`src/rtl/dmac_engine.sv`:
```
// DMAC copy engine: pops {src, dst, size} descriptors and copies words memory-to-memory, one read then one write each.
// Optional DMAC_ENGINE_XFER_CNT_EN adds a saturating 16-bit count of completed writes on xfer_cnt.
module dmac_engine #(
    parameter int DATA_W = 32,
    parameter int ADDR_W = 8
) (
    input  logic              clk,
    input  logic              reset,
    input  logic              op_start,
    input  logic              fifo_empty,
    input  logic              fifo_rd_ack,
    input  logic              fifo_rd_err,
    input  logic [ADDR_W-1:0] fifo_sourceaddr,
    input  logic [ADDR_W-1:0] fifo_desaddr,
    input  logic [ADDR_W-1:0] fifo_datasize,
    output logic              fifo_rd_en,
    output logic              m_req,
    input  logic              m_grant,
    output logic [ADDR_W-1:0] m_addr,
    output logic              m_wr,
    output logic [DATA_W-1:0] m_dout,
    input  logic [DATA_W-1:0] m_din,
    output logic              busy,
    output logic              desc_done,
`ifdef DMAC_ENGINE_XFER_CNT_EN
    output logic              op_done,
    output logic [15:0]       xfer_cnt
`else
    output logic              op_done
`endif
);

    localparam logic [2:0] IDLE      = 3'd0;
    localparam logic [2:0] POP       = 3'd1;
    localparam logic [2:0] WAIT_DESC = 3'd2;
    localparam logic [2:0] REQ       = 3'd3;
    localparam logic [2:0] RD        = 3'd4;
    localparam logic [2:0] RD_WAIT   = 3'd5;
    localparam logic [2:0] WR        = 3'd6;
    localparam logic [2:0] NEXT      = 3'd7;

    localparam logic [ADDR_W-1:0] ONE = {{(ADDR_W-1){1'b0}}, 1'b1};

    logic [2:0]        state;
    logic [2:0]        state_nxt;
    logic [ADDR_W-1:0] src;
    logic [ADDR_W-1:0] dst;
    logic [ADDR_W-1:0] remain;
    logic [DATA_W-1:0] data;
    logic              more;
    logic              wr_done;

    assign more    = op_start && !fifo_empty;
    assign wr_done = (state == WR) && m_grant;

    always_comb begin
        state_nxt = state;
        case (state)
            IDLE:      if (more) state_nxt = POP;
            POP:       state_nxt = WAIT_DESC;
            WAIT_DESC: begin
                if (fifo_rd_ack)
                    state_nxt = (fifo_datasize == '0) ? NEXT : REQ;
                else if (fifo_rd_err)
                    state_nxt = IDLE;
            end
            REQ:       if (m_grant) state_nxt = RD;
            RD:        if (m_grant) state_nxt = RD_WAIT;
            RD_WAIT:   state_nxt = WR;
            WR:        if (m_grant) state_nxt = (remain == ONE) ? NEXT : RD;
            NEXT:      state_nxt = more ? POP : IDLE;
            default:   state_nxt = IDLE;
        endcase
    end

    always_ff @(posedge clk or posedge reset) begin
        if (reset) begin
            state  <= IDLE;
            src    <= '0;
            dst    <= '0;
            remain <= '0;
            data   <= '0;
        end else begin
            state <= state_nxt;
            if (state == WAIT_DESC && fifo_rd_ack) begin
                src    <= fifo_sourceaddr;
                dst    <= fifo_desaddr;
                remain <= fifo_datasize;
            end
            if (state == RD_WAIT)
                data <= m_din;
            // Address increments wrap naturally at 2^ADDR_W.
            if (wr_done) begin
                src    <= src + ONE;
                dst    <= dst + ONE;
                remain <= remain - ONE;
            end
        end
    end

    // Outputs decode straight from state so an async reset clears them in the same cycle.
    assign fifo_rd_en = (state == POP);
    assign m_req      = (state == REQ) || (state == RD) || (state == RD_WAIT) || (state == WR);
    assign m_wr       = (state == WR);
    assign m_addr     = (state == RD) ? src : ((state == WR) ? dst : '0);
    assign m_dout     = data;
    assign busy       = (state != IDLE);
    assign desc_done  = (state == NEXT);
    assign op_done    = (state == NEXT) && !more;

`ifdef DMAC_ENGINE_XFER_CNT_EN
    always_ff @(posedge clk or posedge reset) begin
        if (reset)
            xfer_cnt <= '0;
        else if (wr_done && xfer_cnt != 16'hFFFF)
            xfer_cnt <= xfer_cnt + 16'd1;
    end
`endif

endmodule

```
`config.mk`:
```
export PLATFORM = sky130hd
export DESIGN_NAME = dmac_engine
export DESIGN_NICKNAME = d
export VERILOG_FILES = /design/src/rtl/dmac_engine.sv
export SDC_FILE = /design/constraint.sdc
export NUM_CORES = 1
export LEC_CHECK = 0
export CORE_ASPECT_RATIO = 0.9
export CORE_UTILIZATION = 45
export DETAILED_ROUTE_END_ITERATION = 6
export MAX_ROUTING_LAYER = met4
export PLACE_DENSITY = 0.83
export SLEW_MARGIN = 20
export SYNTH_ARGS = -nofsm -noshare
export SYNTH_HDL_FRONTEND = slang
export SYNTH_SLANG_ARGS = --single-unit
```
`constraint.sdc`:
```
create_clock -name clk -period 3.1 [get_ports clk]
set_clock_uncertainty 0.15 [all_clocks]
set_input_delay 0.93 -clock clk [delete_from_list [all_inputs] [get_ports clk]]
set_output_delay 0.93 -clock clk [all_outputs]
set_load 0.02 [all_outputs]
```
==> results of run 1 <==
## power groups by stage
stage / combinational (uW) / sequential [uW] / clock (uW)
CTS: 2160 / 1460 / 700
global placement: 2090 / 1430 / 0
detailed placement: 2150 / 1470 / 0
finish: 2150 / 1460 / 684
floorplan: 1020 / 1670 / 0
global route: 2340 / 1510 / 729
## stage by stage
step | instances | cell area (sq um) | util [%]
final | 486 | 4380 | 70.4
after global routing | 486 | 4380 | 70.4
after CTS | 486 | 4370 | 70.2
after detailed placement | 470 | 4180 | 67.2
after global placement | 470 | 4180 | 67.2
after floorplan | 279 | 2950 | -
## worst max path at each step
stage | startpoint | slack [ns] | endpoint
floorplan | reset | 0.56 | dst[0]$_DFFE_PP0P_
global placement | op_start | -0.16 | op_done
detailed placement | op_start | -0.17 | op_done
CTS | state[1]$_DFFE_PP0P_ | 0.05 | m_addr[7]
global route | state[1]$_DFFE_PP0P_ | 0.04 | m_addr[7]
finish | op_start | 0.08 | op_done
## flip-flops by register name, summed over array words and instances, names as in the netlist
| name | count |
|---|---|
| m_dout | 32 |
| src | 8 |
| state | 3 |
| remain | 8 |
| dst | 8 |
## kinds of logic (layout without fill, tap and decap cells)
logic type / Yosys count / in the layout / synth area share, %
AND/OR/NAND/NOR: 97 / 97 / 17.2
flip-flops: 59 / 59 / 50.1
AO/OA/AOI/OAI: 53 / 53 / 12.2
multiplexers: 40 / 40 / 15.0
buffers and inverters: 25 / 145 / 3.48
adder cells (fa/ha/maj): 4 / 4 / 1.70
XOR/XNOR: 1 / 1 / 0.297
## cell type report
class,instances,area [sq um],area share (%)
clock inverter,6,65.1,1.49
clock buffer,10,128,2.92
sequential,59,1480,33.8
tap,87,109,2.49
inverter,9,33.8,0.772
multi-input combinational,195,1380,31.5
timing repair buffer,120,1190,27.1
## routing by layer
layer	part of all wire (%)	track usage, %	vias to the layer above
li1	-	-	1252
met1	44	30.7	1229
met2	47	37.4	106
met3	7.8	5.30	7
met4	0.97	9.51	0
met5	0	-	-
## cells in the final DEF, fill, tap and decap left out, types with 2 or more instances in the layout
cell	count
nor3_1	7
o211ai_1	4
clkinv_2	2
nor4_1	4
buf_4	10
dfrtp_1	58
nand2b_1	3
or3_1	3
o21ai_0	11
a211oi_1	6
a21oi_1	9
inv_1	8
mux2i_1	8
nor2b_1	3
nand2_1	23
nor2_1	24
clkdlybuf4s50_1	107
mux2_2	32
and3_1	4
a221o_1	2
ha_1	4
a22oi_1	4
a31oi_1	4
o22ai_1	2
nand3_1	8
nand4_1	5
nor3b_1	2
clkbuf_8	9
## timing repair
action	4_1_cts	5_1_grt
setup endpoints to repair	1	8
resized for setup	1	4
gates cloned	0	0
pin swaps	0	0
buffers inserted	0	0
==> summary.md, run 1 <==
| Metric | Value |
|---|---|
| Number of routed nets with antenna violations | `0` |
| CP delay by family, top | `buffers and inverters` |
| Synthesized area per cell | `10.6 sq um` |
| WL/cell | `15.8 um` |
| Routability-driven placement congestion ratio | `between 0.8 and 0.9` |
| Origin of the critical flop-to-flop path | `state[1]$_DFFE_PP0P_` |
| Port bufs | `108` |
| Height of the die | `78.8 um` |
| Number of warnings reported in the yosys synthesis log | `0` |
| Slowest cell delay on critical path | `roughly 0.42 ns` |
| Final Hold Viols | `0` |
| Final max-slew violation count | `0` |
| # IOs | `109` |
| Min-Delay Startpoint | `dst[7]$_DFFE_PP0P_` |
| Number of distinct library cell variants in the gate-level netlist after synthesis | `48` |
| Data required time at the worst endpoint | `2.02 ns` |
| Pin count of the biggest net entering global routing | `60` |
| Buffers and inverters on the worst path | `2` |
| Slew at the pin with the worst max-slew slack | `0.511 ns` |
| Least setup slack across all paths after layout | `0.0836 ns` |
| Effective utilization at floorplan | `47.4%` |
| Via-per-instance ratio | `5.34` |
| Final worst-path cycle share | `97.3%` |
| Violation count after the first detailed-route iteration | `119` |
| DRT Wirelength | `7660 um` |
| RR Endpoint | `state[1]$_DFFE_PP0P_` |
| Grt total ovfl | `0` |
| Post-synth EDFFs | `0` |
| Most frequent cell after synthesis | `dfrtp_1` |
| Max stage delay cell, worst path | `clkdlybuf4s50_1` |
| Worst R2R Setup Slack | `1.05 ns` |
| Outcome | `complete, no violations` |
| Type of the worst min-delay path | `register to register` |
| Async set-reset flop share out of synthesis | `100%` |
| Logic pwr share | `50.1%` |
| Count of cells along the worst register-to-register path | `5` |
| Max rail drop VDD | `0.000449 V` |
| Main synth FF type | `dfrtp_1` |
| Final-layout fill cell count | `around 470` |
| Time the final worst path needs with I/O delays and setup | `3.02 ns` |
| Proportion of power drawn by flip-flops and latches | `34.0%` |
| Top post-synthesis cells by area | `dfrtp_1 (50%), mux2_2 (12%), nor2_1 (3.1%)` |
| Clk sink count | `59` |
| Mapped cell area | `roughly 3000 sq um` |
| Number of stages on the worst hold path | `1` |
| # hold bufs at CTS | `0` |
| Post-synthesis cell count | `279` |
| Share of layout cells above drive strength 1 | `~17%` |
| Diode insertion count for antenna repair | `0` |
| Sequential cell area fraction in the yosys report | `50.1%` |
| Crit Path Class | `input pin to primary output` |
| Critical-path maximum fanout | `2` |
| Synth-to-layout area growth | `48.6%` |
| CP Depth | `4` |
| Slew Limit Headroom | `roughly two thirds` |
| Antenna violations before repair | `0` |
| Core region area | `6220 sq um` |
| Clock power share | `15.9%` |
| Max-Cap Viols | `0` |
| CTS Buffer Depth | `2` |
| Total DRC errors in the routed layout | `0` |
| Synthesized net count | `346` |
| Highest Clock Rate | `0.332 GHz` |
| Clk root buf | `clkbuf_8` |
| Number of buffers inserted during clock tree synthesis | `9` |
| Startpoint Class | `input pin` |
| Final HPWL from detailed placement | `5470 um` |
| NetSw | `about 1700 uW` |
| WHS | `0.333 ns` |
| Register bit count reported by yosys | `between 50 and 60` |
| Critical Path, Cell by Cell | `clkdlybuf4s50_1 > nor2b_2 > nor2b_1 > dlygate4sd2_1` |
| WP data arrival | `between 1.5 and 2 ns` |
| Full die area | `6870 sq um` |
| Clock transition time at the flip-flop clock pins of the worst setup and hold paths | `0.07 ns` |
| Internal power contribution | `approximately 2600 uW` |
| Site row count | `27` |
| Leak pwr | `0.00180 uW` |
| Die width | `87.3 um` |
| Critical path endpoint category | `primary output` |
| Hold-critical path endpoint | `dst[7]$_DFFE_PP0P_` |
| Insertion delay of the later-clocked pin in the worst-skew pair | `0.33 ns` |
| Power density of the placed cells | `983 nW/um^2` |
| Global-route wire length before repair | `12300 um` |
| Total number of H-tree levels | `3` |
| Number of nets in the layout | `461` |
| TritonCTS clock tree | `done` |
| Count of TritonRoute iterations in the first routing pass | `4` |
| Share of the synthesized area in the top cell type | `50.1%` |
| Synth cell count leaders | `dfrtp_1 (59), mux2_2 (32), nor2_1 (24)` |
| Vias in the first global route | `2514` |
| Power after layout | `4300 uW` |
| Post-placement setup slack | `-0.166 ns` |
| Final sum of negative setup slack | `0 ns` |
| Area leader, netlist | `dfrtp_1` |
| Number of failing setup endpoints in the final timing report | `0` |
| Switching fraction of total power | `39.0%` |
| Vias | `2594` |
| Global routing usage summed across all routing layers | `24.0%` |
| Setup repair after global routing missed its margin | `false` |
No activity file was read; power rests on OpenSTA's default activity.
==> run 2, diff against run 1 <==
--- a/config.mk
+++ b/config.mk
@@ -5,9 +5,12 @@
 export SDC_FILE = /design/constraint.sdc
 export NUM_CORES = 1
 export LEC_CHECK = 0
+export CELL_PAD_IN_SITES_DETAIL_PLACEMENT = 2
+export CELL_PAD_IN_SITES_GLOBAL_PLACEMENT = 2
 export CORE_ASPECT_RATIO = 0.9
-export CORE_UTILIZATION = 45
+export CORE_UTILIZATION = 27
 export DETAILED_ROUTE_END_ITERATION = 6
+export GPL_TIMING_DRIVEN = 0
 export MAX_ROUTING_LAYER = met4
 export PLACE_DENSITY = 0.83
 export SLEW_MARGIN = 20
==> run 2 against run 1 <==
The run now ends with design-rule violations left. Fmax fell by 0.14%. Critical path depth did not move. Flip-flop and latch count did not move. Non-clock buffer count rose by 5. Final cell count rose by 9.5%. Clock power rose by 36%. Setup slack got worse by 0.0043 ns. Die area rose by 65%. Worst hold slack improved by 0.018 ns. Critical endpoint unchanged.
==> summary.md, run 2 (synthesized netlist as in run 1, its figures left out) <==
| Metric | Value |
|---|---|
| Outcome | `complete, but fails checks` |
| Failing checks | `design-rule violations` |
| Dpl cell area | `4210 sq um` |
| Final HPWL from detailed placement | `7520 um` |
| Clk sink count | `59` |
| Grt total ovfl | `0` |
| Final-layout fill cell count | `1077` |
| Clock transition time at the flip-flop clock pins of the worst setup and hold paths | `0.04 ns` |
| Number of routed nets with antenna violations | `0` |
| Slew Limit Headroom | `between 50% and 60%` |
| Crit Path Class | `input pin to primary output` |
| Number of buffers inserted during clock tree synthesis | `9` |
| Worst R2R Setup Slack | `0.89 ns` |
| Core region area | `10400 sq um` |
| Final cell utilization of the core | `~43%` |
| Violation count after the first detailed-route iteration | `108` |
| Met2 Usage GRT | `32.1%` |
| CTS Buffer Depth | `2` |
| Final sum of negative setup slack | `0 ns` |
| Die width | `112 um` |
| Global-route wire length before repair | `about 16000 um` |
| Met1 GRT Util | `23.0%` |
| Type of the worst min-delay path | `register to register` |
| # hold bufs at CTS | `0` |
| Number of nets in the layout | `466` |
| Setup repair after global routing missed its margin | `false` |
| Pin count of the biggest net entering global routing | `37` |
| Critical path endpoint category | `primary output` |
| Insertion delay of the later-clocked pin in the worst-skew pair | `0.32 ns` |
| Via-per-instance ratio | `5.16` |
| TritonCTS clock tree | `done` |
| Final Hold Viols | `0` |
| Most Crowded Layer GR | `met2` |
| WP data arrival | `1.94 ns` |
| Commonest cells after routing, fill and taps aside | `clkdlybuf4s50_1 (105), dfrtp_1 (58), mux2_2 (32), nor2_1 (24), nand2_1 (23)` |
| Total DRC errors in the routed layout | `14` |
| Startpoint Class | `input pin` |
| Share of layout cells above drive strength 1 | `roughly 17%` |
| Antenna violations before repair | `0` |
| WL/cell | `18.9 um` |
| Vias in the first global route | `3037` |
| Global-route track usage on met3 | `4.63%` |
| Height of the die | `between 100 and 150 um` |
| WHS | `0.350 ns` |
| Leak pwr | `roughly 0.0019 uW` |
| Effective utilization at floorplan | `between 20 and 30%` |
| Max-Cap Viols | `0` |
| # IOs | `109` |
| Count of TritonRoute iterations in the first routing pass | `6` |
| Port bufs | `108` |
| Data required time at the worst endpoint | `2.02 ns` |
| Critical-path maximum fanout | `3` |
| Slew at the pin with the worst max-slew slack | `0.678 ns` |
| DRT Wirelength | `10100 um` |
| Final max-slew violation count | `0` |
| Global routing usage summed across all routing layers | `19.2%` |
| Site row count | `35` |
| Final worst-path cycle share | `97.4%` |
| Power density of the placed cells | `1030 nW/um^2` |
| Full die area | `around 11000 sq um` |
| Number of flip-flops in the largest register | `32` |
| Clk root buf | `clkbuf_16` |
| Routability-driven placement congestion ratio | `0.788` |
| Number of failing setup endpoints in the final timing report | `0` |
| Commonest non-fill, non-tap cell in the layout | `clkdlybuf4s50_1` |
| Vias | `2746` |
| Highest Clock Rate | `0.331 GHz` |
| Total number of H-tree levels | `3` |
| Synth-to-layout area growth | `53.2%` |
| Diode insertion count for antenna repair | `0` |
| Final design area excluding fillers | `4510 sq um` |
| Max rail drop VDD | `between 0.0002 and 0.0003 V` |
| Time the final worst path needs with I/O delays and setup | `3.02 ns` |
## run 2: cell count changes in the layout (fill, tap and decap cells not counted), sizes merged
cell | previous run | this run
buf | 12 | 11
bufinv | 1 | 0
clkbuf | 10 | 17
clkdlybuf4s50 | 107 | 105
dlymetal6s2s | 0 | 2
inv | 10 | 9
## run 2: final timing paths
check	depth (start not counted)	start	end
min in group asynchronous	2	reset	state[0]$_DFFE_PP0P_
min reg2reg	1	dst[7]$_DFFE_PP0P_	dst[7]$_DFFE_PP0P_
min	1	dst[7]$_DFFE_PP0P_	dst[7]$_DFFE_PP0P_
max	4	op_start	op_done
max in group asynchronous	3	reset	m_dout[31]$_DFFE_PP0N_
max reg2reg	6	state[2]$_DFFE_PP0P_	src[7]$_DFFE_PP0P_
## run 2: critical path, stage by stage
cell and delay, ns:
clkdlybuf4s50_1 0.47, nor2b_2 0.17, nor2b_1 0.06, dlygate4sd2_1 0.31
## run 2: per-stage QoR
stage / setup slack (ns) / std cells / total power [uW]
after CTS: 0.0161 / 530 / 4670
after global placement: -0.656 / 516 / 3570
after global routing: 0.0136 / 532 / 4920
after detailed placement: -0.199 / 517 / 3720
final: 0.0793 / 532 / 4640
after floorplan: 0.564 / 279 / 2690
## run 2: timing repair
action                     4_1_cts  5_1_grt
buffers inserted                 0        2
gates resized for setup          5        4
setup endpoints to repair       13        5
## run 2: cell type report
type / count / area, sq um / area share [%]
plain buffers: 14 / 67.6 / 1.50
clock buffers: 11 / 253 / 5.60
clock inverters: 4 / 26.3 / 0.582
inverters: 9 / 36.3 / 0.804
multi-input cells: 195 / 1370 / 30.4
flip-flops and latches: 59 / 1480 / 32.7
well taps: 129 / 161 / 3.58
repair buffers: 111 / 1120 / 24.8
## run 2: power breakdown
part	switching, uW	internal [uW]
sequential	332	1160
combinational	1120	1090
clock	352	578
total	1810	2830
## run 2: layer usage
| metal | up-vias | routed length (um) |
|---|---|---|
| li1 | 1262 | - |
| met1 | 1369 | 4320 |
| met2 | 99 | 4880 |
| met3 | 16 | 703 |
| met4 | 0 | 146 |
| met5 | - | 0 |
